### src/rtl/core_mem_arbiter_pkg.sv
// Shared constants, types and index helper for the round-robin data-memory arbiter.
package core_mem_arbiter_pkg;

   localparam int unsigned NUM_CORES  = 4;
   localparam int unsigned ADDR_W     = 16;
   localparam int unsigned DATA_W     = 16;
   localparam int unsigned CORE_IDX_W = $clog2(NUM_CORES);

   localparam logic [NUM_CORES-1:0] CORES_1 = 4'b0001;
   localparam logic [NUM_CORES-1:0] CORES_2 = 4'b0011;
   localparam logic [NUM_CORES-1:0] CORES_3 = 4'b0111;
   localparam logic [NUM_CORES-1:0] CORES_4 = 4'b1111;

   typedef logic [CORE_IDX_W-1:0] core_idx_t;

   typedef enum logic [1:0] {
      IDLE  = 2'd0,
      ISSUE = 2'd1,
      RESP  = 2'd2
   } arb_state_t;

   // Core index 'step' positions after 'base', wrapping around the core ring.
   function automatic core_idx_t wrap_idx(input core_idx_t base, input int unsigned step);
      int unsigned sum;
      sum = 32'(base) + step;
      return core_idx_t'(sum % NUM_CORES);
   endfunction

endpackage

### src/rtl/core_mem_arbiter_if.sv
// Core-array and shared-memory signal bundle seen by the arbiter.
interface core_mem_arbiter_if;
   import core_mem_arbiter_pkg::*;

   logic [NUM_CORES-1:0]        core_en;
   logic [NUM_CORES-1:0]        req;
   logic [NUM_CORES-1:0]        we;
   logic [NUM_CORES*ADDR_W-1:0] addr;
   logic [NUM_CORES*DATA_W-1:0] wdata;
   logic [NUM_CORES-1:0]        gnt;
   logic [NUM_CORES-1:0]        rvalid;
   logic [DATA_W-1:0]           rdata;
   logic                        mem_en;
   logic                        mem_we;
   logic [ADDR_W-1:0]           mem_addr;
   logic [DATA_W-1:0]           mem_wdata;
   logic [DATA_W-1:0]           mem_rdata;
   logic                        busy;

   modport slave (
      input  core_en, req, we, addr, wdata, mem_rdata,
      output gnt, rvalid, rdata, mem_en, mem_we, mem_addr, mem_wdata, busy
   );

   modport master (
      output core_en, req, we, addr, wdata, mem_rdata,
      input  gnt, rvalid, rdata, mem_en, mem_we, mem_addr, mem_wdata, busy
   );

endinterface

### src/rtl/core_mem_arbiter_rr_pick.sv
// Combinational round-robin pick: first active core after the last winner, wrapping.
module core_mem_arbiter_rr_pick
   import core_mem_arbiter_pkg::*;
(
   input  logic [NUM_CORES-1:0] act_i,
   input  core_idx_t            last_gnt_i,
   output core_idx_t            win_o,
   output logic                 valid_o
);

   core_idx_t cand_s;
   logic      hit_s;

   // Scan last_gnt+1 .. last_gnt+NUM_CORES; the first hit wins and later hits are masked.
   always_comb begin
      win_o   = last_gnt_i;
      valid_o = 1'b0;
      cand_s  = last_gnt_i;
      hit_s   = 1'b0;
      for (int unsigned k = 1; k <= NUM_CORES; k++) begin
         cand_s  = wrap_idx(last_gnt_i, k);
         hit_s   = act_i[cand_s] & ~valid_o;
         win_o   = hit_s ? cand_s : win_o;
         valid_o = valid_o | hit_s;
      end
   end

endmodule

### src/rtl/core_mem_arbiter.sv
// Round-robin arbiter for the shared single-port data memory: one access in flight,
// IDLE -> ISSUE -> (write) IDLE | (read) RESP -> IDLE, all outputs registered.
module core_mem_arbiter
   import core_mem_arbiter_pkg::*;
(
   input logic               clk,
   input logic               rst,
   core_mem_arbiter_if.slave bus
);

   arb_state_t           state_q, state_d;
   core_idx_t            last_gnt_q, last_gnt_d;
   core_idx_t            win_q, win_d, pick_win_s;
   logic                 pick_valid_s, load_s;
   logic                 we_q, we_d;
   logic [ADDR_W-1:0]    addr_q, addr_d;
   logic [DATA_W-1:0]    wdata_q, wdata_d;
   logic [NUM_CORES-1:0] act_s;
   logic [NUM_CORES-1:0] gnt_q, gnt_d, rvalid_q, rvalid_d;
   logic [DATA_W-1:0]    rdata_q, rdata_d, mem_wdata_q, mem_wdata_d;
   logic [ADDR_W-1:0]    mem_addr_q, mem_addr_d;
   logic                 mem_en_q, mem_en_d, mem_we_q, mem_we_d, busy_q, busy_d;

   assign act_s  = bus.req & bus.core_en;
   assign load_s = (state_q == IDLE) && pick_valid_s;

   core_mem_arbiter_rr_pick u_pick (
      .act_i      (act_s),
      .last_gnt_i (last_gnt_q),
      .win_o      (pick_win_s),
      .valid_o    (pick_valid_s)
   );

   // Capture the winner's command on leaving IDLE; record the winner once it is issued.
   always_comb begin
      win_d      = win_q;
      we_d       = we_q;
      addr_d     = addr_q;
      wdata_d    = wdata_q;
      last_gnt_d = last_gnt_q;
      if (load_s) begin
         win_d   = pick_win_s;
         we_d    = bus.we[pick_win_s];
         addr_d  = bus.addr[32'(pick_win_s)*ADDR_W +: ADDR_W];
         wdata_d = bus.wdata[32'(pick_win_s)*DATA_W +: DATA_W];
      end else begin
         win_d   = win_q;
      end
      if (state_q == ISSUE) begin
         last_gnt_d = win_q;
      end else begin
         last_gnt_d = last_gnt_q;
      end
   end

   // Next-state logic.
   always_comb begin
      state_d = state_q;
      case (state_q)
         IDLE: begin
            if (pick_valid_s) begin
               state_d = ISSUE;
            end else begin
               state_d = IDLE;
            end
         end
         ISSUE: begin
            if (we_q) begin
               state_d = IDLE;
            end else begin
               state_d = RESP;
            end
         end
         RESP:    state_d = IDLE;
         default: state_d = IDLE;
      endcase
   end

   // Output values for the coming cycle, derived from the next state and next capture.
   always_comb begin
      gnt_d       = '0;
      rvalid_d    = '0;
      mem_en_d    = 1'b0;
      mem_we_d    = 1'b0;
      mem_addr_d  = mem_addr_q;
      mem_wdata_d = mem_wdata_q;
      rdata_d     = rdata_q;
      busy_d      = (state_d != IDLE);
      case (state_d)
         ISSUE: begin
            mem_en_d     = 1'b1;
            mem_we_d     = we_d;
            mem_addr_d   = addr_d;
            mem_wdata_d  = wdata_d;
            gnt_d[win_d] = 1'b1;
         end
         RESP: begin
            mem_en_d = 1'b0;
         end
         IDLE: begin
            if (state_q == RESP) begin
               rvalid_d[win_q] = 1'b1;
               rdata_d         = bus.mem_rdata;
            end else begin
               rdata_d         = rdata_q;
            end
         end
         default: begin
            mem_en_d = 1'b0;
         end
      endcase
   end

   // State register.
   always_ff @(posedge clk or posedge rst) begin
      if (rst) begin
         state_q <= IDLE;
      end else begin
         state_q <= state_d;
      end
   end

   // Capture, priority pointer and output registers; reset aborts any access in flight.
   always_ff @(posedge clk or posedge rst) begin
      if (rst) begin
         last_gnt_q  <= core_idx_t'(NUM_CORES - 1);
         win_q       <= '0;
         we_q        <= 1'b0;
         addr_q      <= '0;
         wdata_q     <= '0;
         gnt_q       <= '0;
         rvalid_q    <= '0;
         rdata_q     <= '0;
         mem_en_q    <= 1'b0;
         mem_we_q    <= 1'b0;
         mem_addr_q  <= '0;
         mem_wdata_q <= '0;
         busy_q      <= 1'b0;
      end else begin
         last_gnt_q  <= last_gnt_d;
         win_q       <= win_d;
         we_q        <= we_d;
         addr_q      <= addr_d;
         wdata_q     <= wdata_d;
         gnt_q       <= gnt_d;
         rvalid_q    <= rvalid_d;
         rdata_q     <= rdata_d;
         mem_en_q    <= mem_en_d;
         mem_we_q    <= mem_we_d;
         mem_addr_q  <= mem_addr_d;
         mem_wdata_q <= mem_wdata_d;
         busy_q      <= busy_d;
      end
   end

   assign bus.gnt       = gnt_q;
   assign bus.rvalid    = rvalid_q;
   assign bus.rdata     = rdata_q;
   assign bus.mem_en    = mem_en_q;
   assign bus.mem_we    = mem_we_q;
   assign bus.mem_addr  = mem_addr_q;
   assign bus.mem_wdata = mem_wdata_q;
   assign bus.busy      = busy_q;

endmodule
### src/flat_wrapper.sv
// flat-port wrapper written by rule: the top's interface ports become plain ports
module core_mem_arbiter_flat import core_mem_arbiter_pkg::*;
  (clk, rst, bus_core_en, bus_req, bus_we, bus_addr, bus_wdata, bus_mem_rdata, bus_gnt, bus_rvalid, bus_rdata, bus_mem_en, bus_mem_we, bus_mem_addr, bus_mem_wdata, bus_busy);
  core_mem_arbiter_if bus_i ();
  input logic clk;
  input logic rst;
  input wire logic [$bits(bus_i.core_en)-1:0] bus_core_en;
  input wire logic [$bits(bus_i.req)-1:0] bus_req;
  input wire logic [$bits(bus_i.we)-1:0] bus_we;
  input wire logic [$bits(bus_i.addr)-1:0] bus_addr;
  input wire logic [$bits(bus_i.wdata)-1:0] bus_wdata;
  input wire logic [$bits(bus_i.mem_rdata)-1:0] bus_mem_rdata;
  output wire logic [$bits(bus_i.gnt)-1:0] bus_gnt;
  output wire logic [$bits(bus_i.rvalid)-1:0] bus_rvalid;
  output wire logic [$bits(bus_i.rdata)-1:0] bus_rdata;
  output wire logic [$bits(bus_i.mem_en)-1:0] bus_mem_en;
  output wire logic [$bits(bus_i.mem_we)-1:0] bus_mem_we;
  output wire logic [$bits(bus_i.mem_addr)-1:0] bus_mem_addr;
  output wire logic [$bits(bus_i.mem_wdata)-1:0] bus_mem_wdata;
  output wire logic [$bits(bus_i.busy)-1:0] bus_busy;
  assign bus_i.core_en = bus_core_en;
  assign bus_i.req = bus_req;
  assign bus_i.we = bus_we;
  assign bus_i.addr = bus_addr;
  assign bus_i.wdata = bus_wdata;
  assign bus_i.mem_rdata = bus_mem_rdata;
  assign bus_gnt = bus_i.gnt;
  assign bus_rvalid = bus_i.rvalid;
  assign bus_rdata = bus_i.rdata;
  assign bus_mem_en = bus_i.mem_en;
  assign bus_mem_we = bus_i.mem_we;
  assign bus_mem_addr = bus_i.mem_addr;
  assign bus_mem_wdata = bus_i.mem_wdata;
  assign bus_busy = bus_i.busy;
  core_mem_arbiter u_core (.clk(clk), .rst(rst), .bus(bus_i));
endmodule
### config.mk
export PLATFORM = sky130hd
export DESIGN_NAME = core_mem_arbiter_flat
export DESIGN_NICKNAME = d
export VERILOG_FILES = /design/src/rtl/core_mem_arbiter_pkg.sv /design/src/rtl/core_mem_arbiter_if.sv /design/src/rtl/core_mem_arbiter_rr_pick.sv /design/src/rtl/core_mem_arbiter.sv /design/src/flat_wrapper.sv
export SDC_FILE = /design/constraint.sdc
export NUM_CORES = 1
export LEC_CHECK = 0
export ABC_CLOCK_PERIOD_IN_PS = 2250
export CAP_MARGIN = 20
export CORE_ASPECT_RATIO = 1.5
export CORE_UTILIZATION = 34
export CTS_BUF_LIST = sky130_fd_sc_hd__clkbuf_8
export CTS_CLUSTER_SIZE = 30
export DETAILED_ROUTE_END_ITERATION = 7
export HOLD_SLACK_MARGIN = 0.02
export PLACE_DENSITY = 0.76
export SYNTH_ARGS = -nofsm -noshare
export SYNTH_HDL_FRONTEND = slang
export SYNTH_HIERARCHICAL = 1
export SYNTH_SLANG_ARGS = --single-unit
export TNS_END_PERCENT = 20
### constraint.sdc
create_clock -name clk -period 2.25 [get_ports clk]
set_input_delay 0.3375 -clock clk [delete_from_list [all_inputs] [get_ports clk]]
set_output_delay 0.3375 -clock clk [all_outputs]
set_load 0.01 [all_outputs]
# Word-level counts from Yosys, hierarchy flattened
# Index checks and enable logic that the tools add are counted.
# totals
register_bits	98
inputBits	158
output_inout_bits	59
word_cells	79
# op_classes
addsub	4
order_cmp	9
eq_ne	3
n_shift	2
n_mux	30
bitwise_logic	10
reduce_logical	7
# op_table
cell	n
64-bit by 7-bit indexed part select with 16-bit output	2
16-bit 2-to-1 mux	2
2-bit by 3-bit < comparator with 1-bit output (second input constant)	7
2-bit 2-to-1 mux	6
4-bit 2-to-1 mux	3
1-bit 2-to-1 mux	11
1-bit binary-select mux with 2-bit select	5
2-bit by 1-bit adder with 2-bit output (second input constant)	2
2-bit adder (second input constant)	2
4-bit AND	1
1-bit demux with 2-bit select	2
2-bit by 1-bit == test with 1-bit output (second input constant)	2
2-bit by 1-bit greater-or-equal comparator with 1-bit output (second input constant)	2
2-bit zero test	2
2-bit one-hot mux with 2 select lines	1
1-bit AND	3
1-bit logical AND	3
1-bit inverter	3
1-bit OR	3
2-bit == test (second input constant)	1
2-bit AND reduction	1
2-bit nonzero test	1

# Logic depth before layout (Yosys ltp)
# logic_depth
depth_word	19
depth_mapped	8
mapped_depth_nobuf	6

# Modules after synthesis
# Netlist, hierarchy kept.
# by_module_without_submodules
mod	instances	cells_per_inst	area_per_inst_um2	seq_area_each_um2
core_mem_arbiter	1	189	3362.0	1654.1
core_mem_arbiter_rr_pick	1	14	82.6	0.0

# Worst setup path before layout
# Ideal clock, no wire load.
# synth_timing
path_kind	register to register
from	register u_core.last_gnt_q[1]
to	register u_core.mem_addr_q[0], in the netlist u_core/bus.mem_addr[0]
setup_time_ns	0.125
t_arrival_ns	2.034
required_time_ns	2.125
path_slack_ns	0.091
stages_incl_launch_ff	8
n_path_buf	2
period_less_slack_ns	2.159
cell_sequence	dfstp_2 mux2i_1 nor2_1 a221o_1 buf_6 buf_12 mux4_2 mux2_4
# synth_via
word_cells_on_any_way	31
classes_between	add/sub (4); eq/ne (1); shift (1); mux (15); bitwise (9); reduce/logical (1)
# synth_rtl
element	line	source
from (decl)	core_mem_arbiter.sv:12	core_idx_t last_gnt_q, last_gnt_d;
from (signal assigned)	core_mem_arbiter.sv:126	last_gnt_q <= core_idx_t'(NUM_CORES - 1);
from (signal assigned)	core_mem_arbiter.sv:140	last_gnt_q <= last_gnt_d;
2-bit by 1-bit adder with 2-bit output	core_mem_arbiter_pkg.sv:25	sum = 32'(base) + step;
1-bit binary-select mux with 2-bit select	core_mem_arbiter_rr_pick.sv:22	hit_s = act_i[cand_s] & ~valid_o;
1-bit 2-to-1 mux (not written as such)	core_mem_arbiter_rr_pick.sv:22	
1-bit inverter	core_mem_arbiter_rr_pick.sv:22	
1-bit AND	core_mem_arbiter_rr_pick.sv:22	
1-bit OR	core_mem_arbiter_rr_pick.sv:24	valid_o = valid_o | hit_s;
1-bit inverter	core_mem_arbiter_rr_pick.sv:22	
1-bit AND	core_mem_arbiter_rr_pick.sv:22	
1-bit OR	core_mem_arbiter_rr_pick.sv:24	
1-bit inverter	core_mem_arbiter_rr_pick.sv:22	
1-bit AND	core_mem_arbiter_rr_pick.sv:22	
2-bit 2-to-1 mux (*)	core_mem_arbiter_rr_pick.sv:23	win_o = hit_s ? cand_s : win_o;
named net u_core.pick_win_s[0]	core_mem_arbiter.sv:13	core_idx_t win_q, win_d, pick_win_s;
64-bit by 7-bit indexed part select with 16-bit output (*)	core_mem_arbiter.sv:44	addr_d = bus.addr[32'(pick_win_s)*ADDR_W +: ADDR_W];
16-bit 2-to-1 mux (*)	core_mem_arbiter.sv:41	if (load_s) begin
to (signal assigned)	core_mem_arbiter.sv:150	mem_addr_q <= mem_addr_d;
to (decl)	core_mem_arbiter.sv:21	logic [ADDR_W-1:0] mem_addr_q, mem_addr_d;
# The timed path passes the listed nets; every way through them passes the cells marked *. The select of a mux whose other input is x is not followed.
# A chain may end at the register's enable or synchronous reset.

# Worst setup path after layout
# layout_timing
from	register u_core.last_gnt_q[1]
to	register u_core.mem_addr_q[9], in the netlist u_core/bus.mem_addr[9]
# The elaborated chain is that of the path after synthesis.

==> flow_metrics.tcl <==
set metrics [dict create \
    status "finished, violations left" \
    violations "design-rule violations" \
    netlist_area_um2 3440 \
    pwr-share-comb_pct 56.6 \
    max-slew-margin-rel_pct 61.6 \
    drc 16 \
    die_y_um 125 \
    numPortBuffers 216 \
    r2r_start "u_core/last_gnt_q[1]$_DFFE_PP1N_" \
    routed_via_density 4.90 \
    grt_pass1_vias 3016 \
    drt-total-wl_um 9040 \
    final.fill_count 785 \
    clockPowerShare_pct 13.9 \
    rsz0062_at_grt "yes" \
    first_pass_iters 6 \
    path_buf_inv 1 \
    synth-seq-cells 66 \
    power_frac_seq_pct 29.5 \
    fmax_ghz 0.450 \
    final_area_um2 5970 \
    worst_pin_slew_ps 576 \
    final_cells 545 \
    grt_usage_pct 18.4 \
    die-area_um2 10500 \
    fp.dieW_um 84.2 \
    io_pins 217 \
    clock-sinks 66 \
    initial_core_util_pct 35.3 \
    route.antenna.remaining_nets 0 \
    drtIter0Drc 61 \
    placed_cell_area_um2 5760 \
    cp_max_fo 20 \
    dp_hpwl_um 7410 \
    final_layout_size_suffix_gt1_share_pct 28.1 \
    finalPower_mw 7.14 \
    finClkSkew_ps 4.74 \
    finalCritPeriodShare_pct 98.7 \
    hold_path_class "in2async" \
    seq_area_frac_synth_pct 48.0 \
    antennaDiodeCount 0 \
    htree_levels 3 \
    cp_cell_sequence "mux2i_1 > nor2_1 > a221o_2 > buf_12 > mux4_2 > mux2_4" \
    antenna_found_initial 0 \
    grt_max_degree 38 \
    synth_top_cell_by_area "dfrtp_1" \
    avgSynthCellArea_um2 17.0 \
    r2r-end "u_core/bus.mem_addr[9]$_DFFE_PP0N_" \
    setup_viol 0 \
    post_cts_buffers 0 \
    worstPathArrival_ps 2440 \
    power.switching_mw 2.17 \
    cp-start-kind "flop" \
    clk_pin_slew_worst_paths_ps 70 \
    area_delta_synth_final_pct 73.2 \
    worst_ir_drop_vdd_mv 0.647 \
    required_ps 2470 \
    fin_nets 583 \
    power.internal_mw 4.97 \
    post_drt_wl_per_cell_um 16.6 \
    synth_cell_types 30 \
    rows 44 \
    crit_path_top_delay_cell "dfstp_2" \
    finalMaxSlewViolations 0 \
    grt_pass1_wl_um 14800 \
    p_sw_share_pct 30.4 \
    netlist_instances 203 \
    end_kind "flop" \
    numCtsBuffers 9 \
    finalHoldViolCount 0 \
    coreArea_um2 9740 \
    crit_family "multiplexers" \
    dp_cells 529 \
    netlist.area_leader.share_pct 46.5 \
    place.gp.congestion 0.791 \
    crit_path_max_incr_delay_ps 600 \
    maxCapViolations 0 \
    r2r_slack_ps 30 \
    cts_tree "done" \
    reg2reg_depth 6 \
    clockBufferDepth 2 \
    p_leak_nw 2.42 \
    worstSetupPathType "reg2reg" \
    dr_total_vias 2671 \
    power_density_nw_per_um2 1200 \
    cts-root-buf "clkbuf_8" \
    yosysWarnings 6 \
    period_needed_ps 2220 \
    gr-total-overflow 0 \
    synthTopCellsByArea "dfrtp_1 (46%), mux4_2 (22%), mux2_2 (11%), mux2_4 (8.7%), dfstp_2 (1.5%)" \
    syn_nets 361 \
    clock_latency_ps 330 \
]
-- worst max-delay path by stage --
| stage | from | slack [ps] | to | cells past startpoint |
|---|---|---|---|---|
| after global routing | u_core/last_gnt_q[1]$_DFFE_PP1N_ | -50 | u_core/bus.mem_wdata[6]$_DFFE_PP0N_ | 6 |
| after CTS | u_core/last_gnt_q[1]$_DFFE_PP1N_ | 9 | u_core/bus.mem_addr[9]$_DFFE_PP0N_ | 6 |
| after global placement | bus_req[3] | -280 | u_core/bus.mem_addr[11]$_DFFE_PP0N_ | 8 |
| final | u_core/last_gnt_q[1]$_DFFE_PP1N_ | 30 | u_core/bus.mem_addr[9]$_DFFE_PP0N_ | 6 |
| after floorplan | u_core/last_gnt_q[1]$_DFFE_PP1N_ | 90 | u_core/bus.mem_addr[0]$_DFFE_PP0N_ | 7 |
| after detailed placement | bus_req[3] | -330 | u_core/bus.mem_addr[9]$_DFFE_PP0N_ | 8 |
-- placed cells by master, fill, tap and decap left out --
cell / Yosys / routed
a31oi_1: 1 / 1
mux2i_1: 1 / 1
buf_12: 2 / 5
clkbuf_8: 0 / 11
nor3b_1: 3 / 3
nand2b_1: 2 / 2
clkinv_8: 1 / 1
clkinvlp_4: 0 / 1
a21oi_4: 0 / 1
nor2b_1: 2 / 1
and2_1: 5 / 4
dfstp_2: 2 / 2
clkdlybuf4s50_1: 0 / 216
and2_4: 0 / 1
inv_1: 5 / 4
mux4_2: 33 / 33
or4_1: 1 / 1
dfrtp_1: 64 / 64
nor3_1: 2 / 2
a221o_2: 0 / 1
mux2_4: 20 / 20
clkinv_2: 0 / 3
mux2_2: 33 / 33
nor2_1: 2 / 2
and3b_1: 2 / 2
a21oi_1: 2 / 1
or3b_1: 1 / 1
bufinv_16: 0 / 1
o22ai_1: 1 / 1
o21ai_0: 1 / 1
inv_2: 0 / 1
buf_4: 2 / 6
and3_1: 2 / 2
nor2b_2: 0 / 1
-- per-layer routing --
layer	part of all wire (%)	global-route usage, %	vias to the layer above
met2	57	35.3	138
met1	33	18.1	1300
met4	2.0	7.00	0
met3	8.7	5.81	12
li1	-	-	1221
met5	0	0	-
-- cells by family (layout without fill, tap and decap cells) --
| family | count (synthesis) | after routing | share of synthesized area (%) |
|---|---|---|---|
| AOI/OAI and AO/OA | 6 | 6 | 1.09 |
| buffers and inverters | 22 | 249 | 5.38 |
| DFF | 66 | 66 | 48.0 |
| muxes | 87 | 87 | 41.4 |
| and+or+nand+nor | 22 | 22 | 4.14 |
-- registers in the layout, summed over array words and instances (netlist names) --
| name | count |
|---|---|
| u_core/bus.mem_addr | 16 |
| u_core/bus.mem_wdata | 16 |
| u_core/bus.rdata | 16 |
| u_core/bus.gnt | 4 |
| u_core/bus.rvalid | 4 |
| u_core/last_gnt_q | 2 |
| u_core/state_q | 2 |
| u_core/win_q | 2 |
| u_core/bus.busy | 1 |
| u_core/bus.mem_en | 1 |
| u_core/bus.mem_we | 1 |
| u_core/we_q | 1 |
-- power by group through the flow --
stage               clock network (mW)  registers (mW)  logic [mW]
global route                      1.08            2.20        4.31
CTS                               1.03            2.13        4.11
global placement                     0            2.11        4.02
detailed placement                   0            2.13        4.11
finish                           0.995            2.11        4.04
floorplan                            0            2.33        2.26
-- stage by stage --
step                      setup WS, ps  setup TNS (ps)  utilization (%)  hold WS, ps
after floorplan                   91.1               0                -          416
after global placement            -278           -9560             59.1          452
after detailed placement          -333          -11070             59.1          464
after CTS                         9.40               0             61.2          388
after global routing             -51.9            -999             61.2          424
final                             28.8               0             61.2          390
-- Yosys cell counts --
cell	number
and3_1	2
mux2_2	33
mux2_4	20
clkinv_8	1
a21oi_1	2
dfrtp_1	64
nor2b_1	2
nor3_1	2
clkbuf_1	2
buf_1	1
mux4_2	33
buf_2	4
and3b_1	2
o21ai_0	1
and2_1	5
buf_6	3
buf_12	2
nand2b_1	2
mux2i_1	1
nor2_1	2
buf_4	2
o22ai_1	1
nor3b_1	3
a31oi_1	1
inv_1	5
buf_8	2
a221o_1	1
or3b_1	1
dfstp_2	2
or4_1	1
-- layout make-up --
| type | count | area [µm²] | share of cell area [%] |
|---|---|---|---|
| multi-input cells | 115 | 1620 | 27.2 |
| well taps | 115 | 144 | 2.41 |
| inverters | 6 | 35.0 | 0.587 |
| clock inverters | 5 | 52.6 | 0.881 |
| repair buffers | 227 | 2310 | 38.7 |
| clock buffers | 11 | 151 | 2.54 |
| flip-flops and latches | 66 | 1650 | 27.7 |
-- what timing repair did --
item,in CTS,in global routing
hold endpoints to repair,0,0
resized for setup,0,1
setup endpoints to repair,0,33
hold buffers,0,0
Power figures use the tool's default switching activity.
